--- src/rtl/cpu_control_fsm.sv ---
// Multi-cycle control unit for the 16-bit CPU: owns the instruction register,
// sequences fetch/decode/execute/memory/writeback and counts retired instructions.
//
// state    | meaning
// ---------+-----------------------------------------------------------
// S_IDLE   | instruction memory being loaded (or just reset); no fetch
// S_FETCH  | latch instruction into ir, advance PC by one
// S_DECODE | resolve JMP/HALT/NOP immediately, everything else to EXEC
// S_EXEC   | ALU operation; BEQ resolves its branch here
// S_MEM    | data memory strobe held until mem_ready or timeout
// S_WB     | register file write (ALU result or load data)
// S_HALT   | terminal until pc_reset
module cpu_control_fsm #(
  parameter int CNT_W        = 16,
  parameter int MEM_WAIT_MAX = 8
) (
  input  logic             clk,
  input  logic             pc_reset,
  input  logic             load_instruction,
  input  logic [15:0]      instruction,
  input  logic             alu_zero,
  input  logic             mem_ready,
  output logic [15:0]      ir,
  output logic             pc_write,
  output logic [1:0]       pc_src,
  output logic [3:0]       read_reg1,
  output logic [3:0]       read_reg2,
  output logic [3:0]       write_reg,
  output logic             reg_write,
  output logic [2:0]       alu_op,
  output logic             alu_src,
  output logic [15:0]      imm,
  output logic             mem_read,
  output logic             mem_write,
  output logic             mem_to_reg,
  output logic             halted,
  output logic             mem_fault,
  output logic [CNT_W-1:0] instr_count
);

  localparam int WAIT_W = $clog2(MEM_WAIT_MAX + 1);

  localparam logic [2:0] ALU_ADD = 3'b000;
  localparam logic [2:0] ALU_SUB = 3'b001;

  localparam logic [1:0] PC_SRC_INC    = 2'b00;
  localparam logic [1:0] PC_SRC_BRANCH = 2'b01;
  localparam logic [1:0] PC_SRC_JUMP   = 2'b10;

  typedef enum logic [2:0] {
    S_IDLE,
    S_FETCH,
    S_DECODE,
    S_EXEC,
    S_MEM,
    S_WB,
    S_HALT
  } state_t;

  state_t state, state_next;

  logic [WAIT_W-1:0] wait_cnt;
  logic              load_ir;
  logic              retire;
  logic              set_fault;
  logic              wait_inc;
  logic              wait_clr;

  logic [3:0] opcode;
  logic       is_rtype;
  logic       is_addi;
  logic       is_lw;
  logic       is_sw;
  logic       is_beq;
  logic       is_jmp;
  logic       is_halt;
  logic       is_mem;
  logic       is_nop;

  assign opcode   = ir[15:12];
  assign is_rtype = (opcode <= 4'h5);
  assign is_addi  = (opcode == 4'h6);
  assign is_lw    = (opcode == 4'h8);
  assign is_sw    = (opcode == 4'h9);
  assign is_beq   = (opcode == 4'hA);
  assign is_jmp   = (opcode == 4'hB);
  assign is_halt  = (opcode == 4'hF);
  assign is_mem   = is_lw | is_sw;
  assign is_nop   = ~(is_rtype | is_addi | is_mem | is_beq | is_jmp | is_halt);

  // SW and BEQ compare/store rd, so the second read port points at rd for them.
  assign read_reg1 = ir[7:4];
  assign read_reg2 = (is_sw | is_beq) ? ir[11:8] : ir[3:0];
  assign write_reg = ir[11:8];
  assign imm       = is_jmp ? {4'h0, ir[11:0]} : {{12{ir[3]}}, ir[3:0]};

  always_ff @(posedge clk) begin
    if (pc_reset) begin
      state       <= S_IDLE;
      ir          <= '0;
      instr_count <= '0;
      mem_fault   <= 1'b0;
      wait_cnt    <= '0;
    end else begin
      state <= state_next;
      if (load_ir)
        ir <= instruction;
      if (retire)
        instr_count <= instr_count + 1'b1;
      if (set_fault)
        mem_fault <= 1'b1;
      if (wait_clr)
        wait_cnt <= '0;
      else if (wait_inc)
        wait_cnt <= wait_cnt + 1'b1;
    end
  end

  always_comb begin
    state_next = state;
    load_ir    = 1'b0;
    retire     = 1'b0;
    set_fault  = 1'b0;
    wait_inc   = 1'b0;
    wait_clr   = 1'b0;
    pc_write   = 1'b0;
    pc_src     = PC_SRC_INC;
    reg_write  = 1'b0;
    alu_op     = ALU_ADD;
    alu_src    = 1'b0;
    mem_read   = 1'b0;
    mem_write  = 1'b0;
    mem_to_reg = 1'b0;
    halted     = 1'b0;

    case (state)
      S_IDLE: begin
        if (!load_instruction)
          state_next = S_FETCH;
      end

      S_FETCH: begin
        if (load_instruction) begin
          state_next = S_IDLE;
        end else begin
          load_ir    = 1'b1;
          pc_write   = 1'b1;
          state_next = S_DECODE;
        end
      end

      S_DECODE: begin
        if (is_jmp) begin
          pc_write   = 1'b1;
          pc_src     = PC_SRC_JUMP;
          retire     = 1'b1;
          state_next = S_FETCH;
        end else if (is_halt) begin
          retire     = 1'b1;
          state_next = S_HALT;
        end else if (is_nop) begin
          retire     = 1'b1;
          state_next = S_FETCH;
        end else begin
          state_next = S_EXEC;
        end
      end

      S_EXEC: begin
        if (is_rtype) begin
          alu_op     = opcode[2:0];
          state_next = S_WB;
        end else if (is_addi) begin
          alu_src    = 1'b1;
          state_next = S_WB;
        end else if (is_mem) begin
          alu_src    = 1'b1;
          state_next = S_MEM;
        end else if (is_beq) begin
          alu_op = ALU_SUB;
          if (alu_zero) begin
            pc_write = 1'b1;
            pc_src   = PC_SRC_BRANCH;
          end
          retire     = 1'b1;
          state_next = S_FETCH;
        end else begin
          state_next = S_FETCH;
        end
      end

      S_MEM: begin
        mem_read  = is_lw;
        mem_write = is_sw;
        alu_src   = 1'b1;
        if (mem_ready) begin
          wait_clr = 1'b1;
          if (is_lw) begin
            state_next = S_WB;
          end else begin
            retire     = 1'b1;
            state_next = S_FETCH;
          end
        end else if (wait_cnt == WAIT_W'(MEM_WAIT_MAX - 1)) begin
          // Timed-out access is abandoned without retiring.
          set_fault  = 1'b1;
          wait_clr   = 1'b1;
          state_next = S_HALT;
        end else begin
          wait_inc = 1'b1;
        end
      end

      S_WB: begin
        reg_write  = 1'b1;
        mem_to_reg = is_lw;
        retire     = 1'b1;
        state_next = S_FETCH;
      end

      S_HALT: begin
        halted = 1'b1;
      end

      default: begin
        state_next = S_IDLE;
      end
    endcase
  end

endmodule

--- config.mk ---
export PLATFORM = sky130hd
export DESIGN_NAME = cpu_control_fsm
export DESIGN_NICKNAME = d
export VERILOG_FILES = /design/src/rtl/cpu_control_fsm.sv
export SDC_FILE = /design/constraint.sdc
export NUM_CORES = 1
export LEC_CHECK = 0
export CORE_MARGIN = 1
export CORE_UTILIZATION = 35
export CTS_CLUSTER_DIAMETER = 30
export DETAILED_ROUTE_END_ITERATION = 10
export GPL_TIMING_DRIVEN = 1
export PLACE_DENSITY = 0.66
export SYNTH_ARGS = -nofsm -noshare
export SYNTH_HDL_FRONTEND = slang
export SYNTH_SLANG_ARGS = --single-unit
--- constraint.sdc ---
create_clock -name clk -period 2.75 [get_ports clk]
set_input_delay 0.6875 -clock clk [delete_from_list [all_inputs] [get_ports clk]]
set_output_delay 0.6875 -clock clk [all_outputs]
set_load 0.05 [all_outputs]
# Word level (Yosys, flattened, before mapping)
# Index checks and enable logic that the tools add are counted.
# W data, S select, Z words.
dict set report totals {
  out_inout_bits 73
  ff_bits 40
  inputBits 21
}
dict set report op_classes {
  eq_ne 15
  n_reduce_logical 3
  bitwise_logic 8
  mux 62
  add_sub_neg 2
  n_lt_le_gt_ge 1
}
# op count
set op_table {}
lappend op_table {{$mux W1} 41}
lappend op_table {{$mux W3} 11}
lappend op_table {{$pmux W3 S7} 1}
lappend op_table {{$eq A4 B4 Y1 const B} 5}
lappend op_table {{$add A16 B1 Y16 const B} 1}
lappend op_table {{$mux W16} 1}
lappend op_table {{$eq A3 B3 Y1 const B} 3}
lappend op_table {{$eq A4 B3 Y1 const B} 2}
lappend op_table {{$or A1 B1 Y1} 7}
lappend op_table {{$eq A3 B2 Y1 const B} 2}
lappend op_table {{$mux W2} 3}
lappend op_table {{$add A4 B1 Y4 const B} 1}
lappend op_table {{$le A4 B3 Y1 const B} 1}
lappend op_table {{$mux W4} 1}
lappend op_table {{$pmux W1 S4} 1}
lappend op_table {{$pmux W2 S2} 1}
lappend op_table {{$eq A3 B1 Y1 const B} 1}
lappend op_table {{$logic_not A3 Y1} 1}
lappend op_table {{$ne A3 B3 Y1 const B} 1}
lappend op_table {{$pmux W1 S3} 1}
lappend op_table {{$reduce_and A3 Y1} 1}
lappend op_table {{$ne A2 B2 Y1 const B} 1}
lappend op_table {{$pmux W1 S2} 1}
lappend op_table {{$reduce_or A2 Y1} 1}
lappend op_table {{$not A1 Y1} 1}

# Depth between registers and ports, before layout
# Gate-level depths: netlist of the first run.
dict set report depth {
  ltp_word 10
  mapped_depth 8
  ltp_nobuf 6
}

# Worst setup path after synthesis of the first run
# OpenSTA, ideal clock, no wires.
dict set report synth_path {
  kind {reg2out}
  start {reg ir[14]}
  end {out alu_op[2]}
  slack_ns -0.654
  path_stages_with_launch 3
  path_buffers 1
  arrival_ns 2.716
  path_cell_list {dfxtp_1 > clkbuf_1 > nor4b_1}
}
dict set report synth_via {
  elab_chain_cells 3
}
# element line_no
set synth_lines {}
lappend synth_lines {{start: declaration} 23} ;# output logic [15:0] ir,
lappend synth_lines {{start signal: assignment} 107} ;# ir <= instruction;
lappend synth_lines {{$le A4 B3 Y1} 81} ;# assign is_rtype = (opcode <= 4'h5);
lappend synth_lines {{$mux W3 (*)} 170} ;# if (is_rtype) begin
lappend synth_lines {{$mux W3 (*)} 136} ;# case (state)
lappend synth_lines {{end: declaration} 30} ;# output logic [2:0] alu_op,
# Every way passes the cells marked *; elsewhere a longest branch is shown, timed or not.

# Worst setup path in the final report of the first run
dict set report layout_path {
  start {reg ir[12]}
  end {out read_reg2[2]}
}
dict set report layout_via {
  elab_chain_cells 3
  elab_cells_between_ends 4
  classes_between {2 x eq/ne; 1 x mux; 1 x bitwise}
}
# element line_no
set layout_lines {}
lappend layout_lines {{$eq A4 B4 Y1, on equally long branches} {84, 85}}
lappend layout_lines {{$or A1 B1 Y1 (*)} 93} ;# assign read_reg2 = (is_sw | is_beq) ? ir[11:8] : ir[3:0];
lappend layout_lines {{$mux W4 (*)} 93}
lappend layout_lines {{end: declaration} 27} ;# output logic [3:0] read_reg2,
# Marks and branches as above.

==> summary.md, run 1 <==
| Metric | Value |
|---|---|
| # H-tree levels | `2` |
| Total track usage | `between 15 and 20%` |
| Setup Crit Path Kind | `flip-flop to output port` |
| Routed Antenna Nets | `0` |
| Final Hold Slack | `0.478 ns` |
| Vias | `roughly 2400` |
| Cell area after layout | `3470 um^2` |
| Final worst slack | `between 0.1 and 0.15 ns` |
| Hold_buf cts | `0` |
| Die area | `6990 um^2` |
| R2r worst-path depth | `6` |
| Worst skew pair latency | `roughly 0.3 ns` |
| Crit Path Max Fanout | `16` |
| Syn avg cell area | `7.56 um^2` |
| R2R Path Start | `state[1]` |
| Min-delay src | `mem_fault` |
| P_leak | `roughly 1.2 nW` |
| Syn-to-layout area delta | `49.0%` |
| First-pass GRT wire length | `roughly 10000 um` |
| CTS Buf Count | `5` |
| Min Tclk post-route | `2.62 ns` |
| Reg2reg setup slack | `between 0.4 and 0.5 ns` |
| Post-layout util | `a little over half` |
| Gate count after technology mapping | `just over 300` |
| Chip Height | `~84 um` |
| Status | `completed` |
| Vias in the first global route | `about 2200` |
| Final TNS setup | `0 ns` |
| Final Skew | `0.00677 ns` |
| WL final | `approximately 6200 um` |
| Die width | `between 80 and 90 um` |
| Crit end category | `output port` |
| Hold Crit Class | `flip-flop to flip-flop` |
| Number of synthesized register bits | `40` |
| Iteration-0 DRC Markers | `84` |
| CTS tree | `yes` |
| Routed vias/inst | `between 5 and 6` |
| Fill count | `approximately 600` |
| Maximum clock rate | `between 300 and 400 MHz` |
| Antenna violations before repair | `0` |
| Core area | `6390 um^2` |
| HPWL after DPL | `about 4600 um` |
| Clock Tree Buf Depth | `2` |
| Maximum VDD drop | `roughly 0.25 mV` |
| Most common cell after layout, fill and taps aside | `clkdlybuf4s50_1` |
| Distinct cells, synth | `45` |
| Most frequent cells in the layout | `65 x clkdlybuf4s50_1, 48 x nand2_1, 39 x dfxtp_1, 38 x a21oi_1, 21 x buf_4` |
| Input/output buffers | `93` |
| RSZ-0062 raised after global routing | `no` |
| Share of layout cells above drive strength 1 | `~15%` |
| Hold path cells | `2` |
| Postcts setup bufs | `0` |
| Register area share after synthesis | `around 34%` |
| Drt drc | `0` |
| Placer Congestion | `0.796` |
| CTS Root Cell | `clkbuf_8` |
| Ys Warns | `0` |
| Post-cts resize count | `0` |
| Dpl ws | `around 0.18 ns` |
| CP startpoint kind | `flip-flop` |
| Hold Path Sink | `mem_fault` |
| Row count | `29` |
| Max_slew headroom | `between 60% and 70%` |
| Clock sink count | `40` |
| Ys flop type | `dfxtp_1` |
| Largest net degree at the start of global routing | `35` |
| Remaining global-route overflow | `0` |
| Fin crit share | `between 90% and 100%` |
| Io pins | `94` |
| Dpl cell area | `3380 um^2` |
| PwrDens | `378 nW/um^2` |
| Clock transition at path regs | `~0.080 ns` |
| Hold Fails Final Rpt | `0` |
| Fin. max-slew vios | `0` |
| Ys async rst share | `0%` |
| Setup Viol. Count Final | `0` |
| Critical Path AT | `1.93 ns` |
| Post-Syn Area | `roughly 2300 um^2` |
| Tot Pwr | `roughly 1.3 mW` |
| ANT cells | `0` |
| Worst R2R End | `instr_count[14]` |
| Max-cap violation count | `0` |
| Placed cells | `approximately 460` |
| Syn Nets | `approximately 330` |
| WP data required | `~2 ns` |
| Number of flops mapped to enable cells by yosys | `0` |
| WL/cell | `between 10 and 15 um` |
| TritonRoute pass-1 iters | `4` |
| Least-Margin Pin Slew | `0.590 ns` |
| Non-filler instance count after layout | `roughly 460` |
| Initial Utilization | `a little over a third` |
| Layout Nets | `410` |
-- cells in the mapped netlist, types with 3 or more instances --
| cell type | number | area [um^2] |
|---|---|---|
| nor2_1 | 19 | 71.3 |
| ha_1 | 4 | 50.1 |
| or3_1 | 4 | 25.0 |
| inv_1 | 15 | 56.3 |
| nand2_1 | 48 | 180 |
| a31oi_1 | 3 | 18.8 |
| nand3_1 | 11 | 55.1 |
| clkbuf_1 | 14 | 52.6 |
| dfxtp_1 | 40 | 801 |
| or4_1 | 10 | 75.1 |
| buf_4 | 15 | 113 |
| o31ai_1 | 9 | 67.6 |
| nand4_1 | 3 | 18.8 |
| and3b_1 | 4 | 35.0 |
| a21oi_1 | 38 | 190 |
| nor3_1 | 8 | 40.0 |
| o21ai_0 | 16 | 80.1 |
| mux2_2 | 4 | 45.0 |
| and4_1 | 3 | 26.3 |
| o21ai_1 | 5 | 25.0 |
| nor2b_1 | 4 | 25.0 |
-- where the power goes --
part / internal, mW / total [mW] / switching [mW]
clock network: 0.177 / 0.399 / 0.222
registers: 0.592 / 0.616 / 0.0238
logic: 0.115 / 0.299 / 0.184
-- flip-flops by register name, summed over array words and instances, names as in the netlist --
name,cells
wait_cnt,4
instr_count,16
ir,16
state,3
mem_fault,1
-- metal layers --
| layer | up-vias | GRT usage [%] | routed length [um] |
|---|---|---|---|
| met5 | - | 0 | 0 |
| li1 | 1232 | - | - |
| met1 | 1131 | 21.6 | 2930 |
| met3 | 3 | 4.75 | 369 |
| met2 | 81 | 31.2 | 2930 |
| met4 | 0 | 4.16 | 22 |
-- critical path: stages, from the launching register on --
cell and delay, ns:
dfxtp_1 0.65, xnor2_1 0.13, nor3_1 0.15, buf_4 0.17, mux2_2 0.33, buf_4 0.19
-- how the worst max path moves through the flow --
stage / startpoint / to / slack (ns) / depth (start not counted)
floorplan: ir[12] / imm[10] / -0.35 / 3
global placement: alu_zero / pc_write / 0.21 / 5
detailed placement: alu_zero / pc_write / 0.18 / 5
CTS: ir[12] / pc_write / 0.13 / 5
global route: ir[12] / read_reg2[2] / 0.01 / 5
finish: ir[12] / read_reg2[2] / 0.13 / 5
-- cells by family after synthesis --
family / after synthesis / share of synthesized area (%)
AO/OA/AOI/OAI: 79 / 20.0
flip-flops: 40 / 34.4
AND/OR/NAND/NOR: 128 / 28.5
multiplexers: 6 / 2.79
XOR/XNOR: 4 / 1.50
buffers and inverters: 47 / 10.6
adder cells (fa/ha/maj): 4 / 2.15
-- area by class of cell --
| cell class | instances | area, um^2 | area share (%) |
|---|---|---|---|
| clock buffer | 5 | 68.8 | 1.98 |
| clock inverter | 3 | 18.8 | 0.541 |
| inverter | 15 | 56.3 | 1.62 |
| multi-input combinational | 221 | 1300 | 37.5 |
| sequential | 40 | 802 | 23.1 |
| tap | 77 | 96.3 | 2.77 |
| timing repair buffer | 102 | 1130 | 32.5 |
Note: power is estimated with default switching activity, not from simulation.
==> run 2: changes to the inputs <==
- CTS_CLUSTER_SIZE: default -> 16
- GPL_ROUTABILITY_DRIVEN: default -> 1
==> results of run 2 <==
Final layout, timing and power as in run 1 (identical DEF).
==> run 3: changes to the inputs <==
- ABC_AREA: default -> 0
- CTS_CLUSTER_SIZE: 16 -> default
- SKIP_CTS_REPAIR_TIMING: default -> 1
==> results of run 3 <==
Final layout, timing and power as in run 1 (identical DEF).
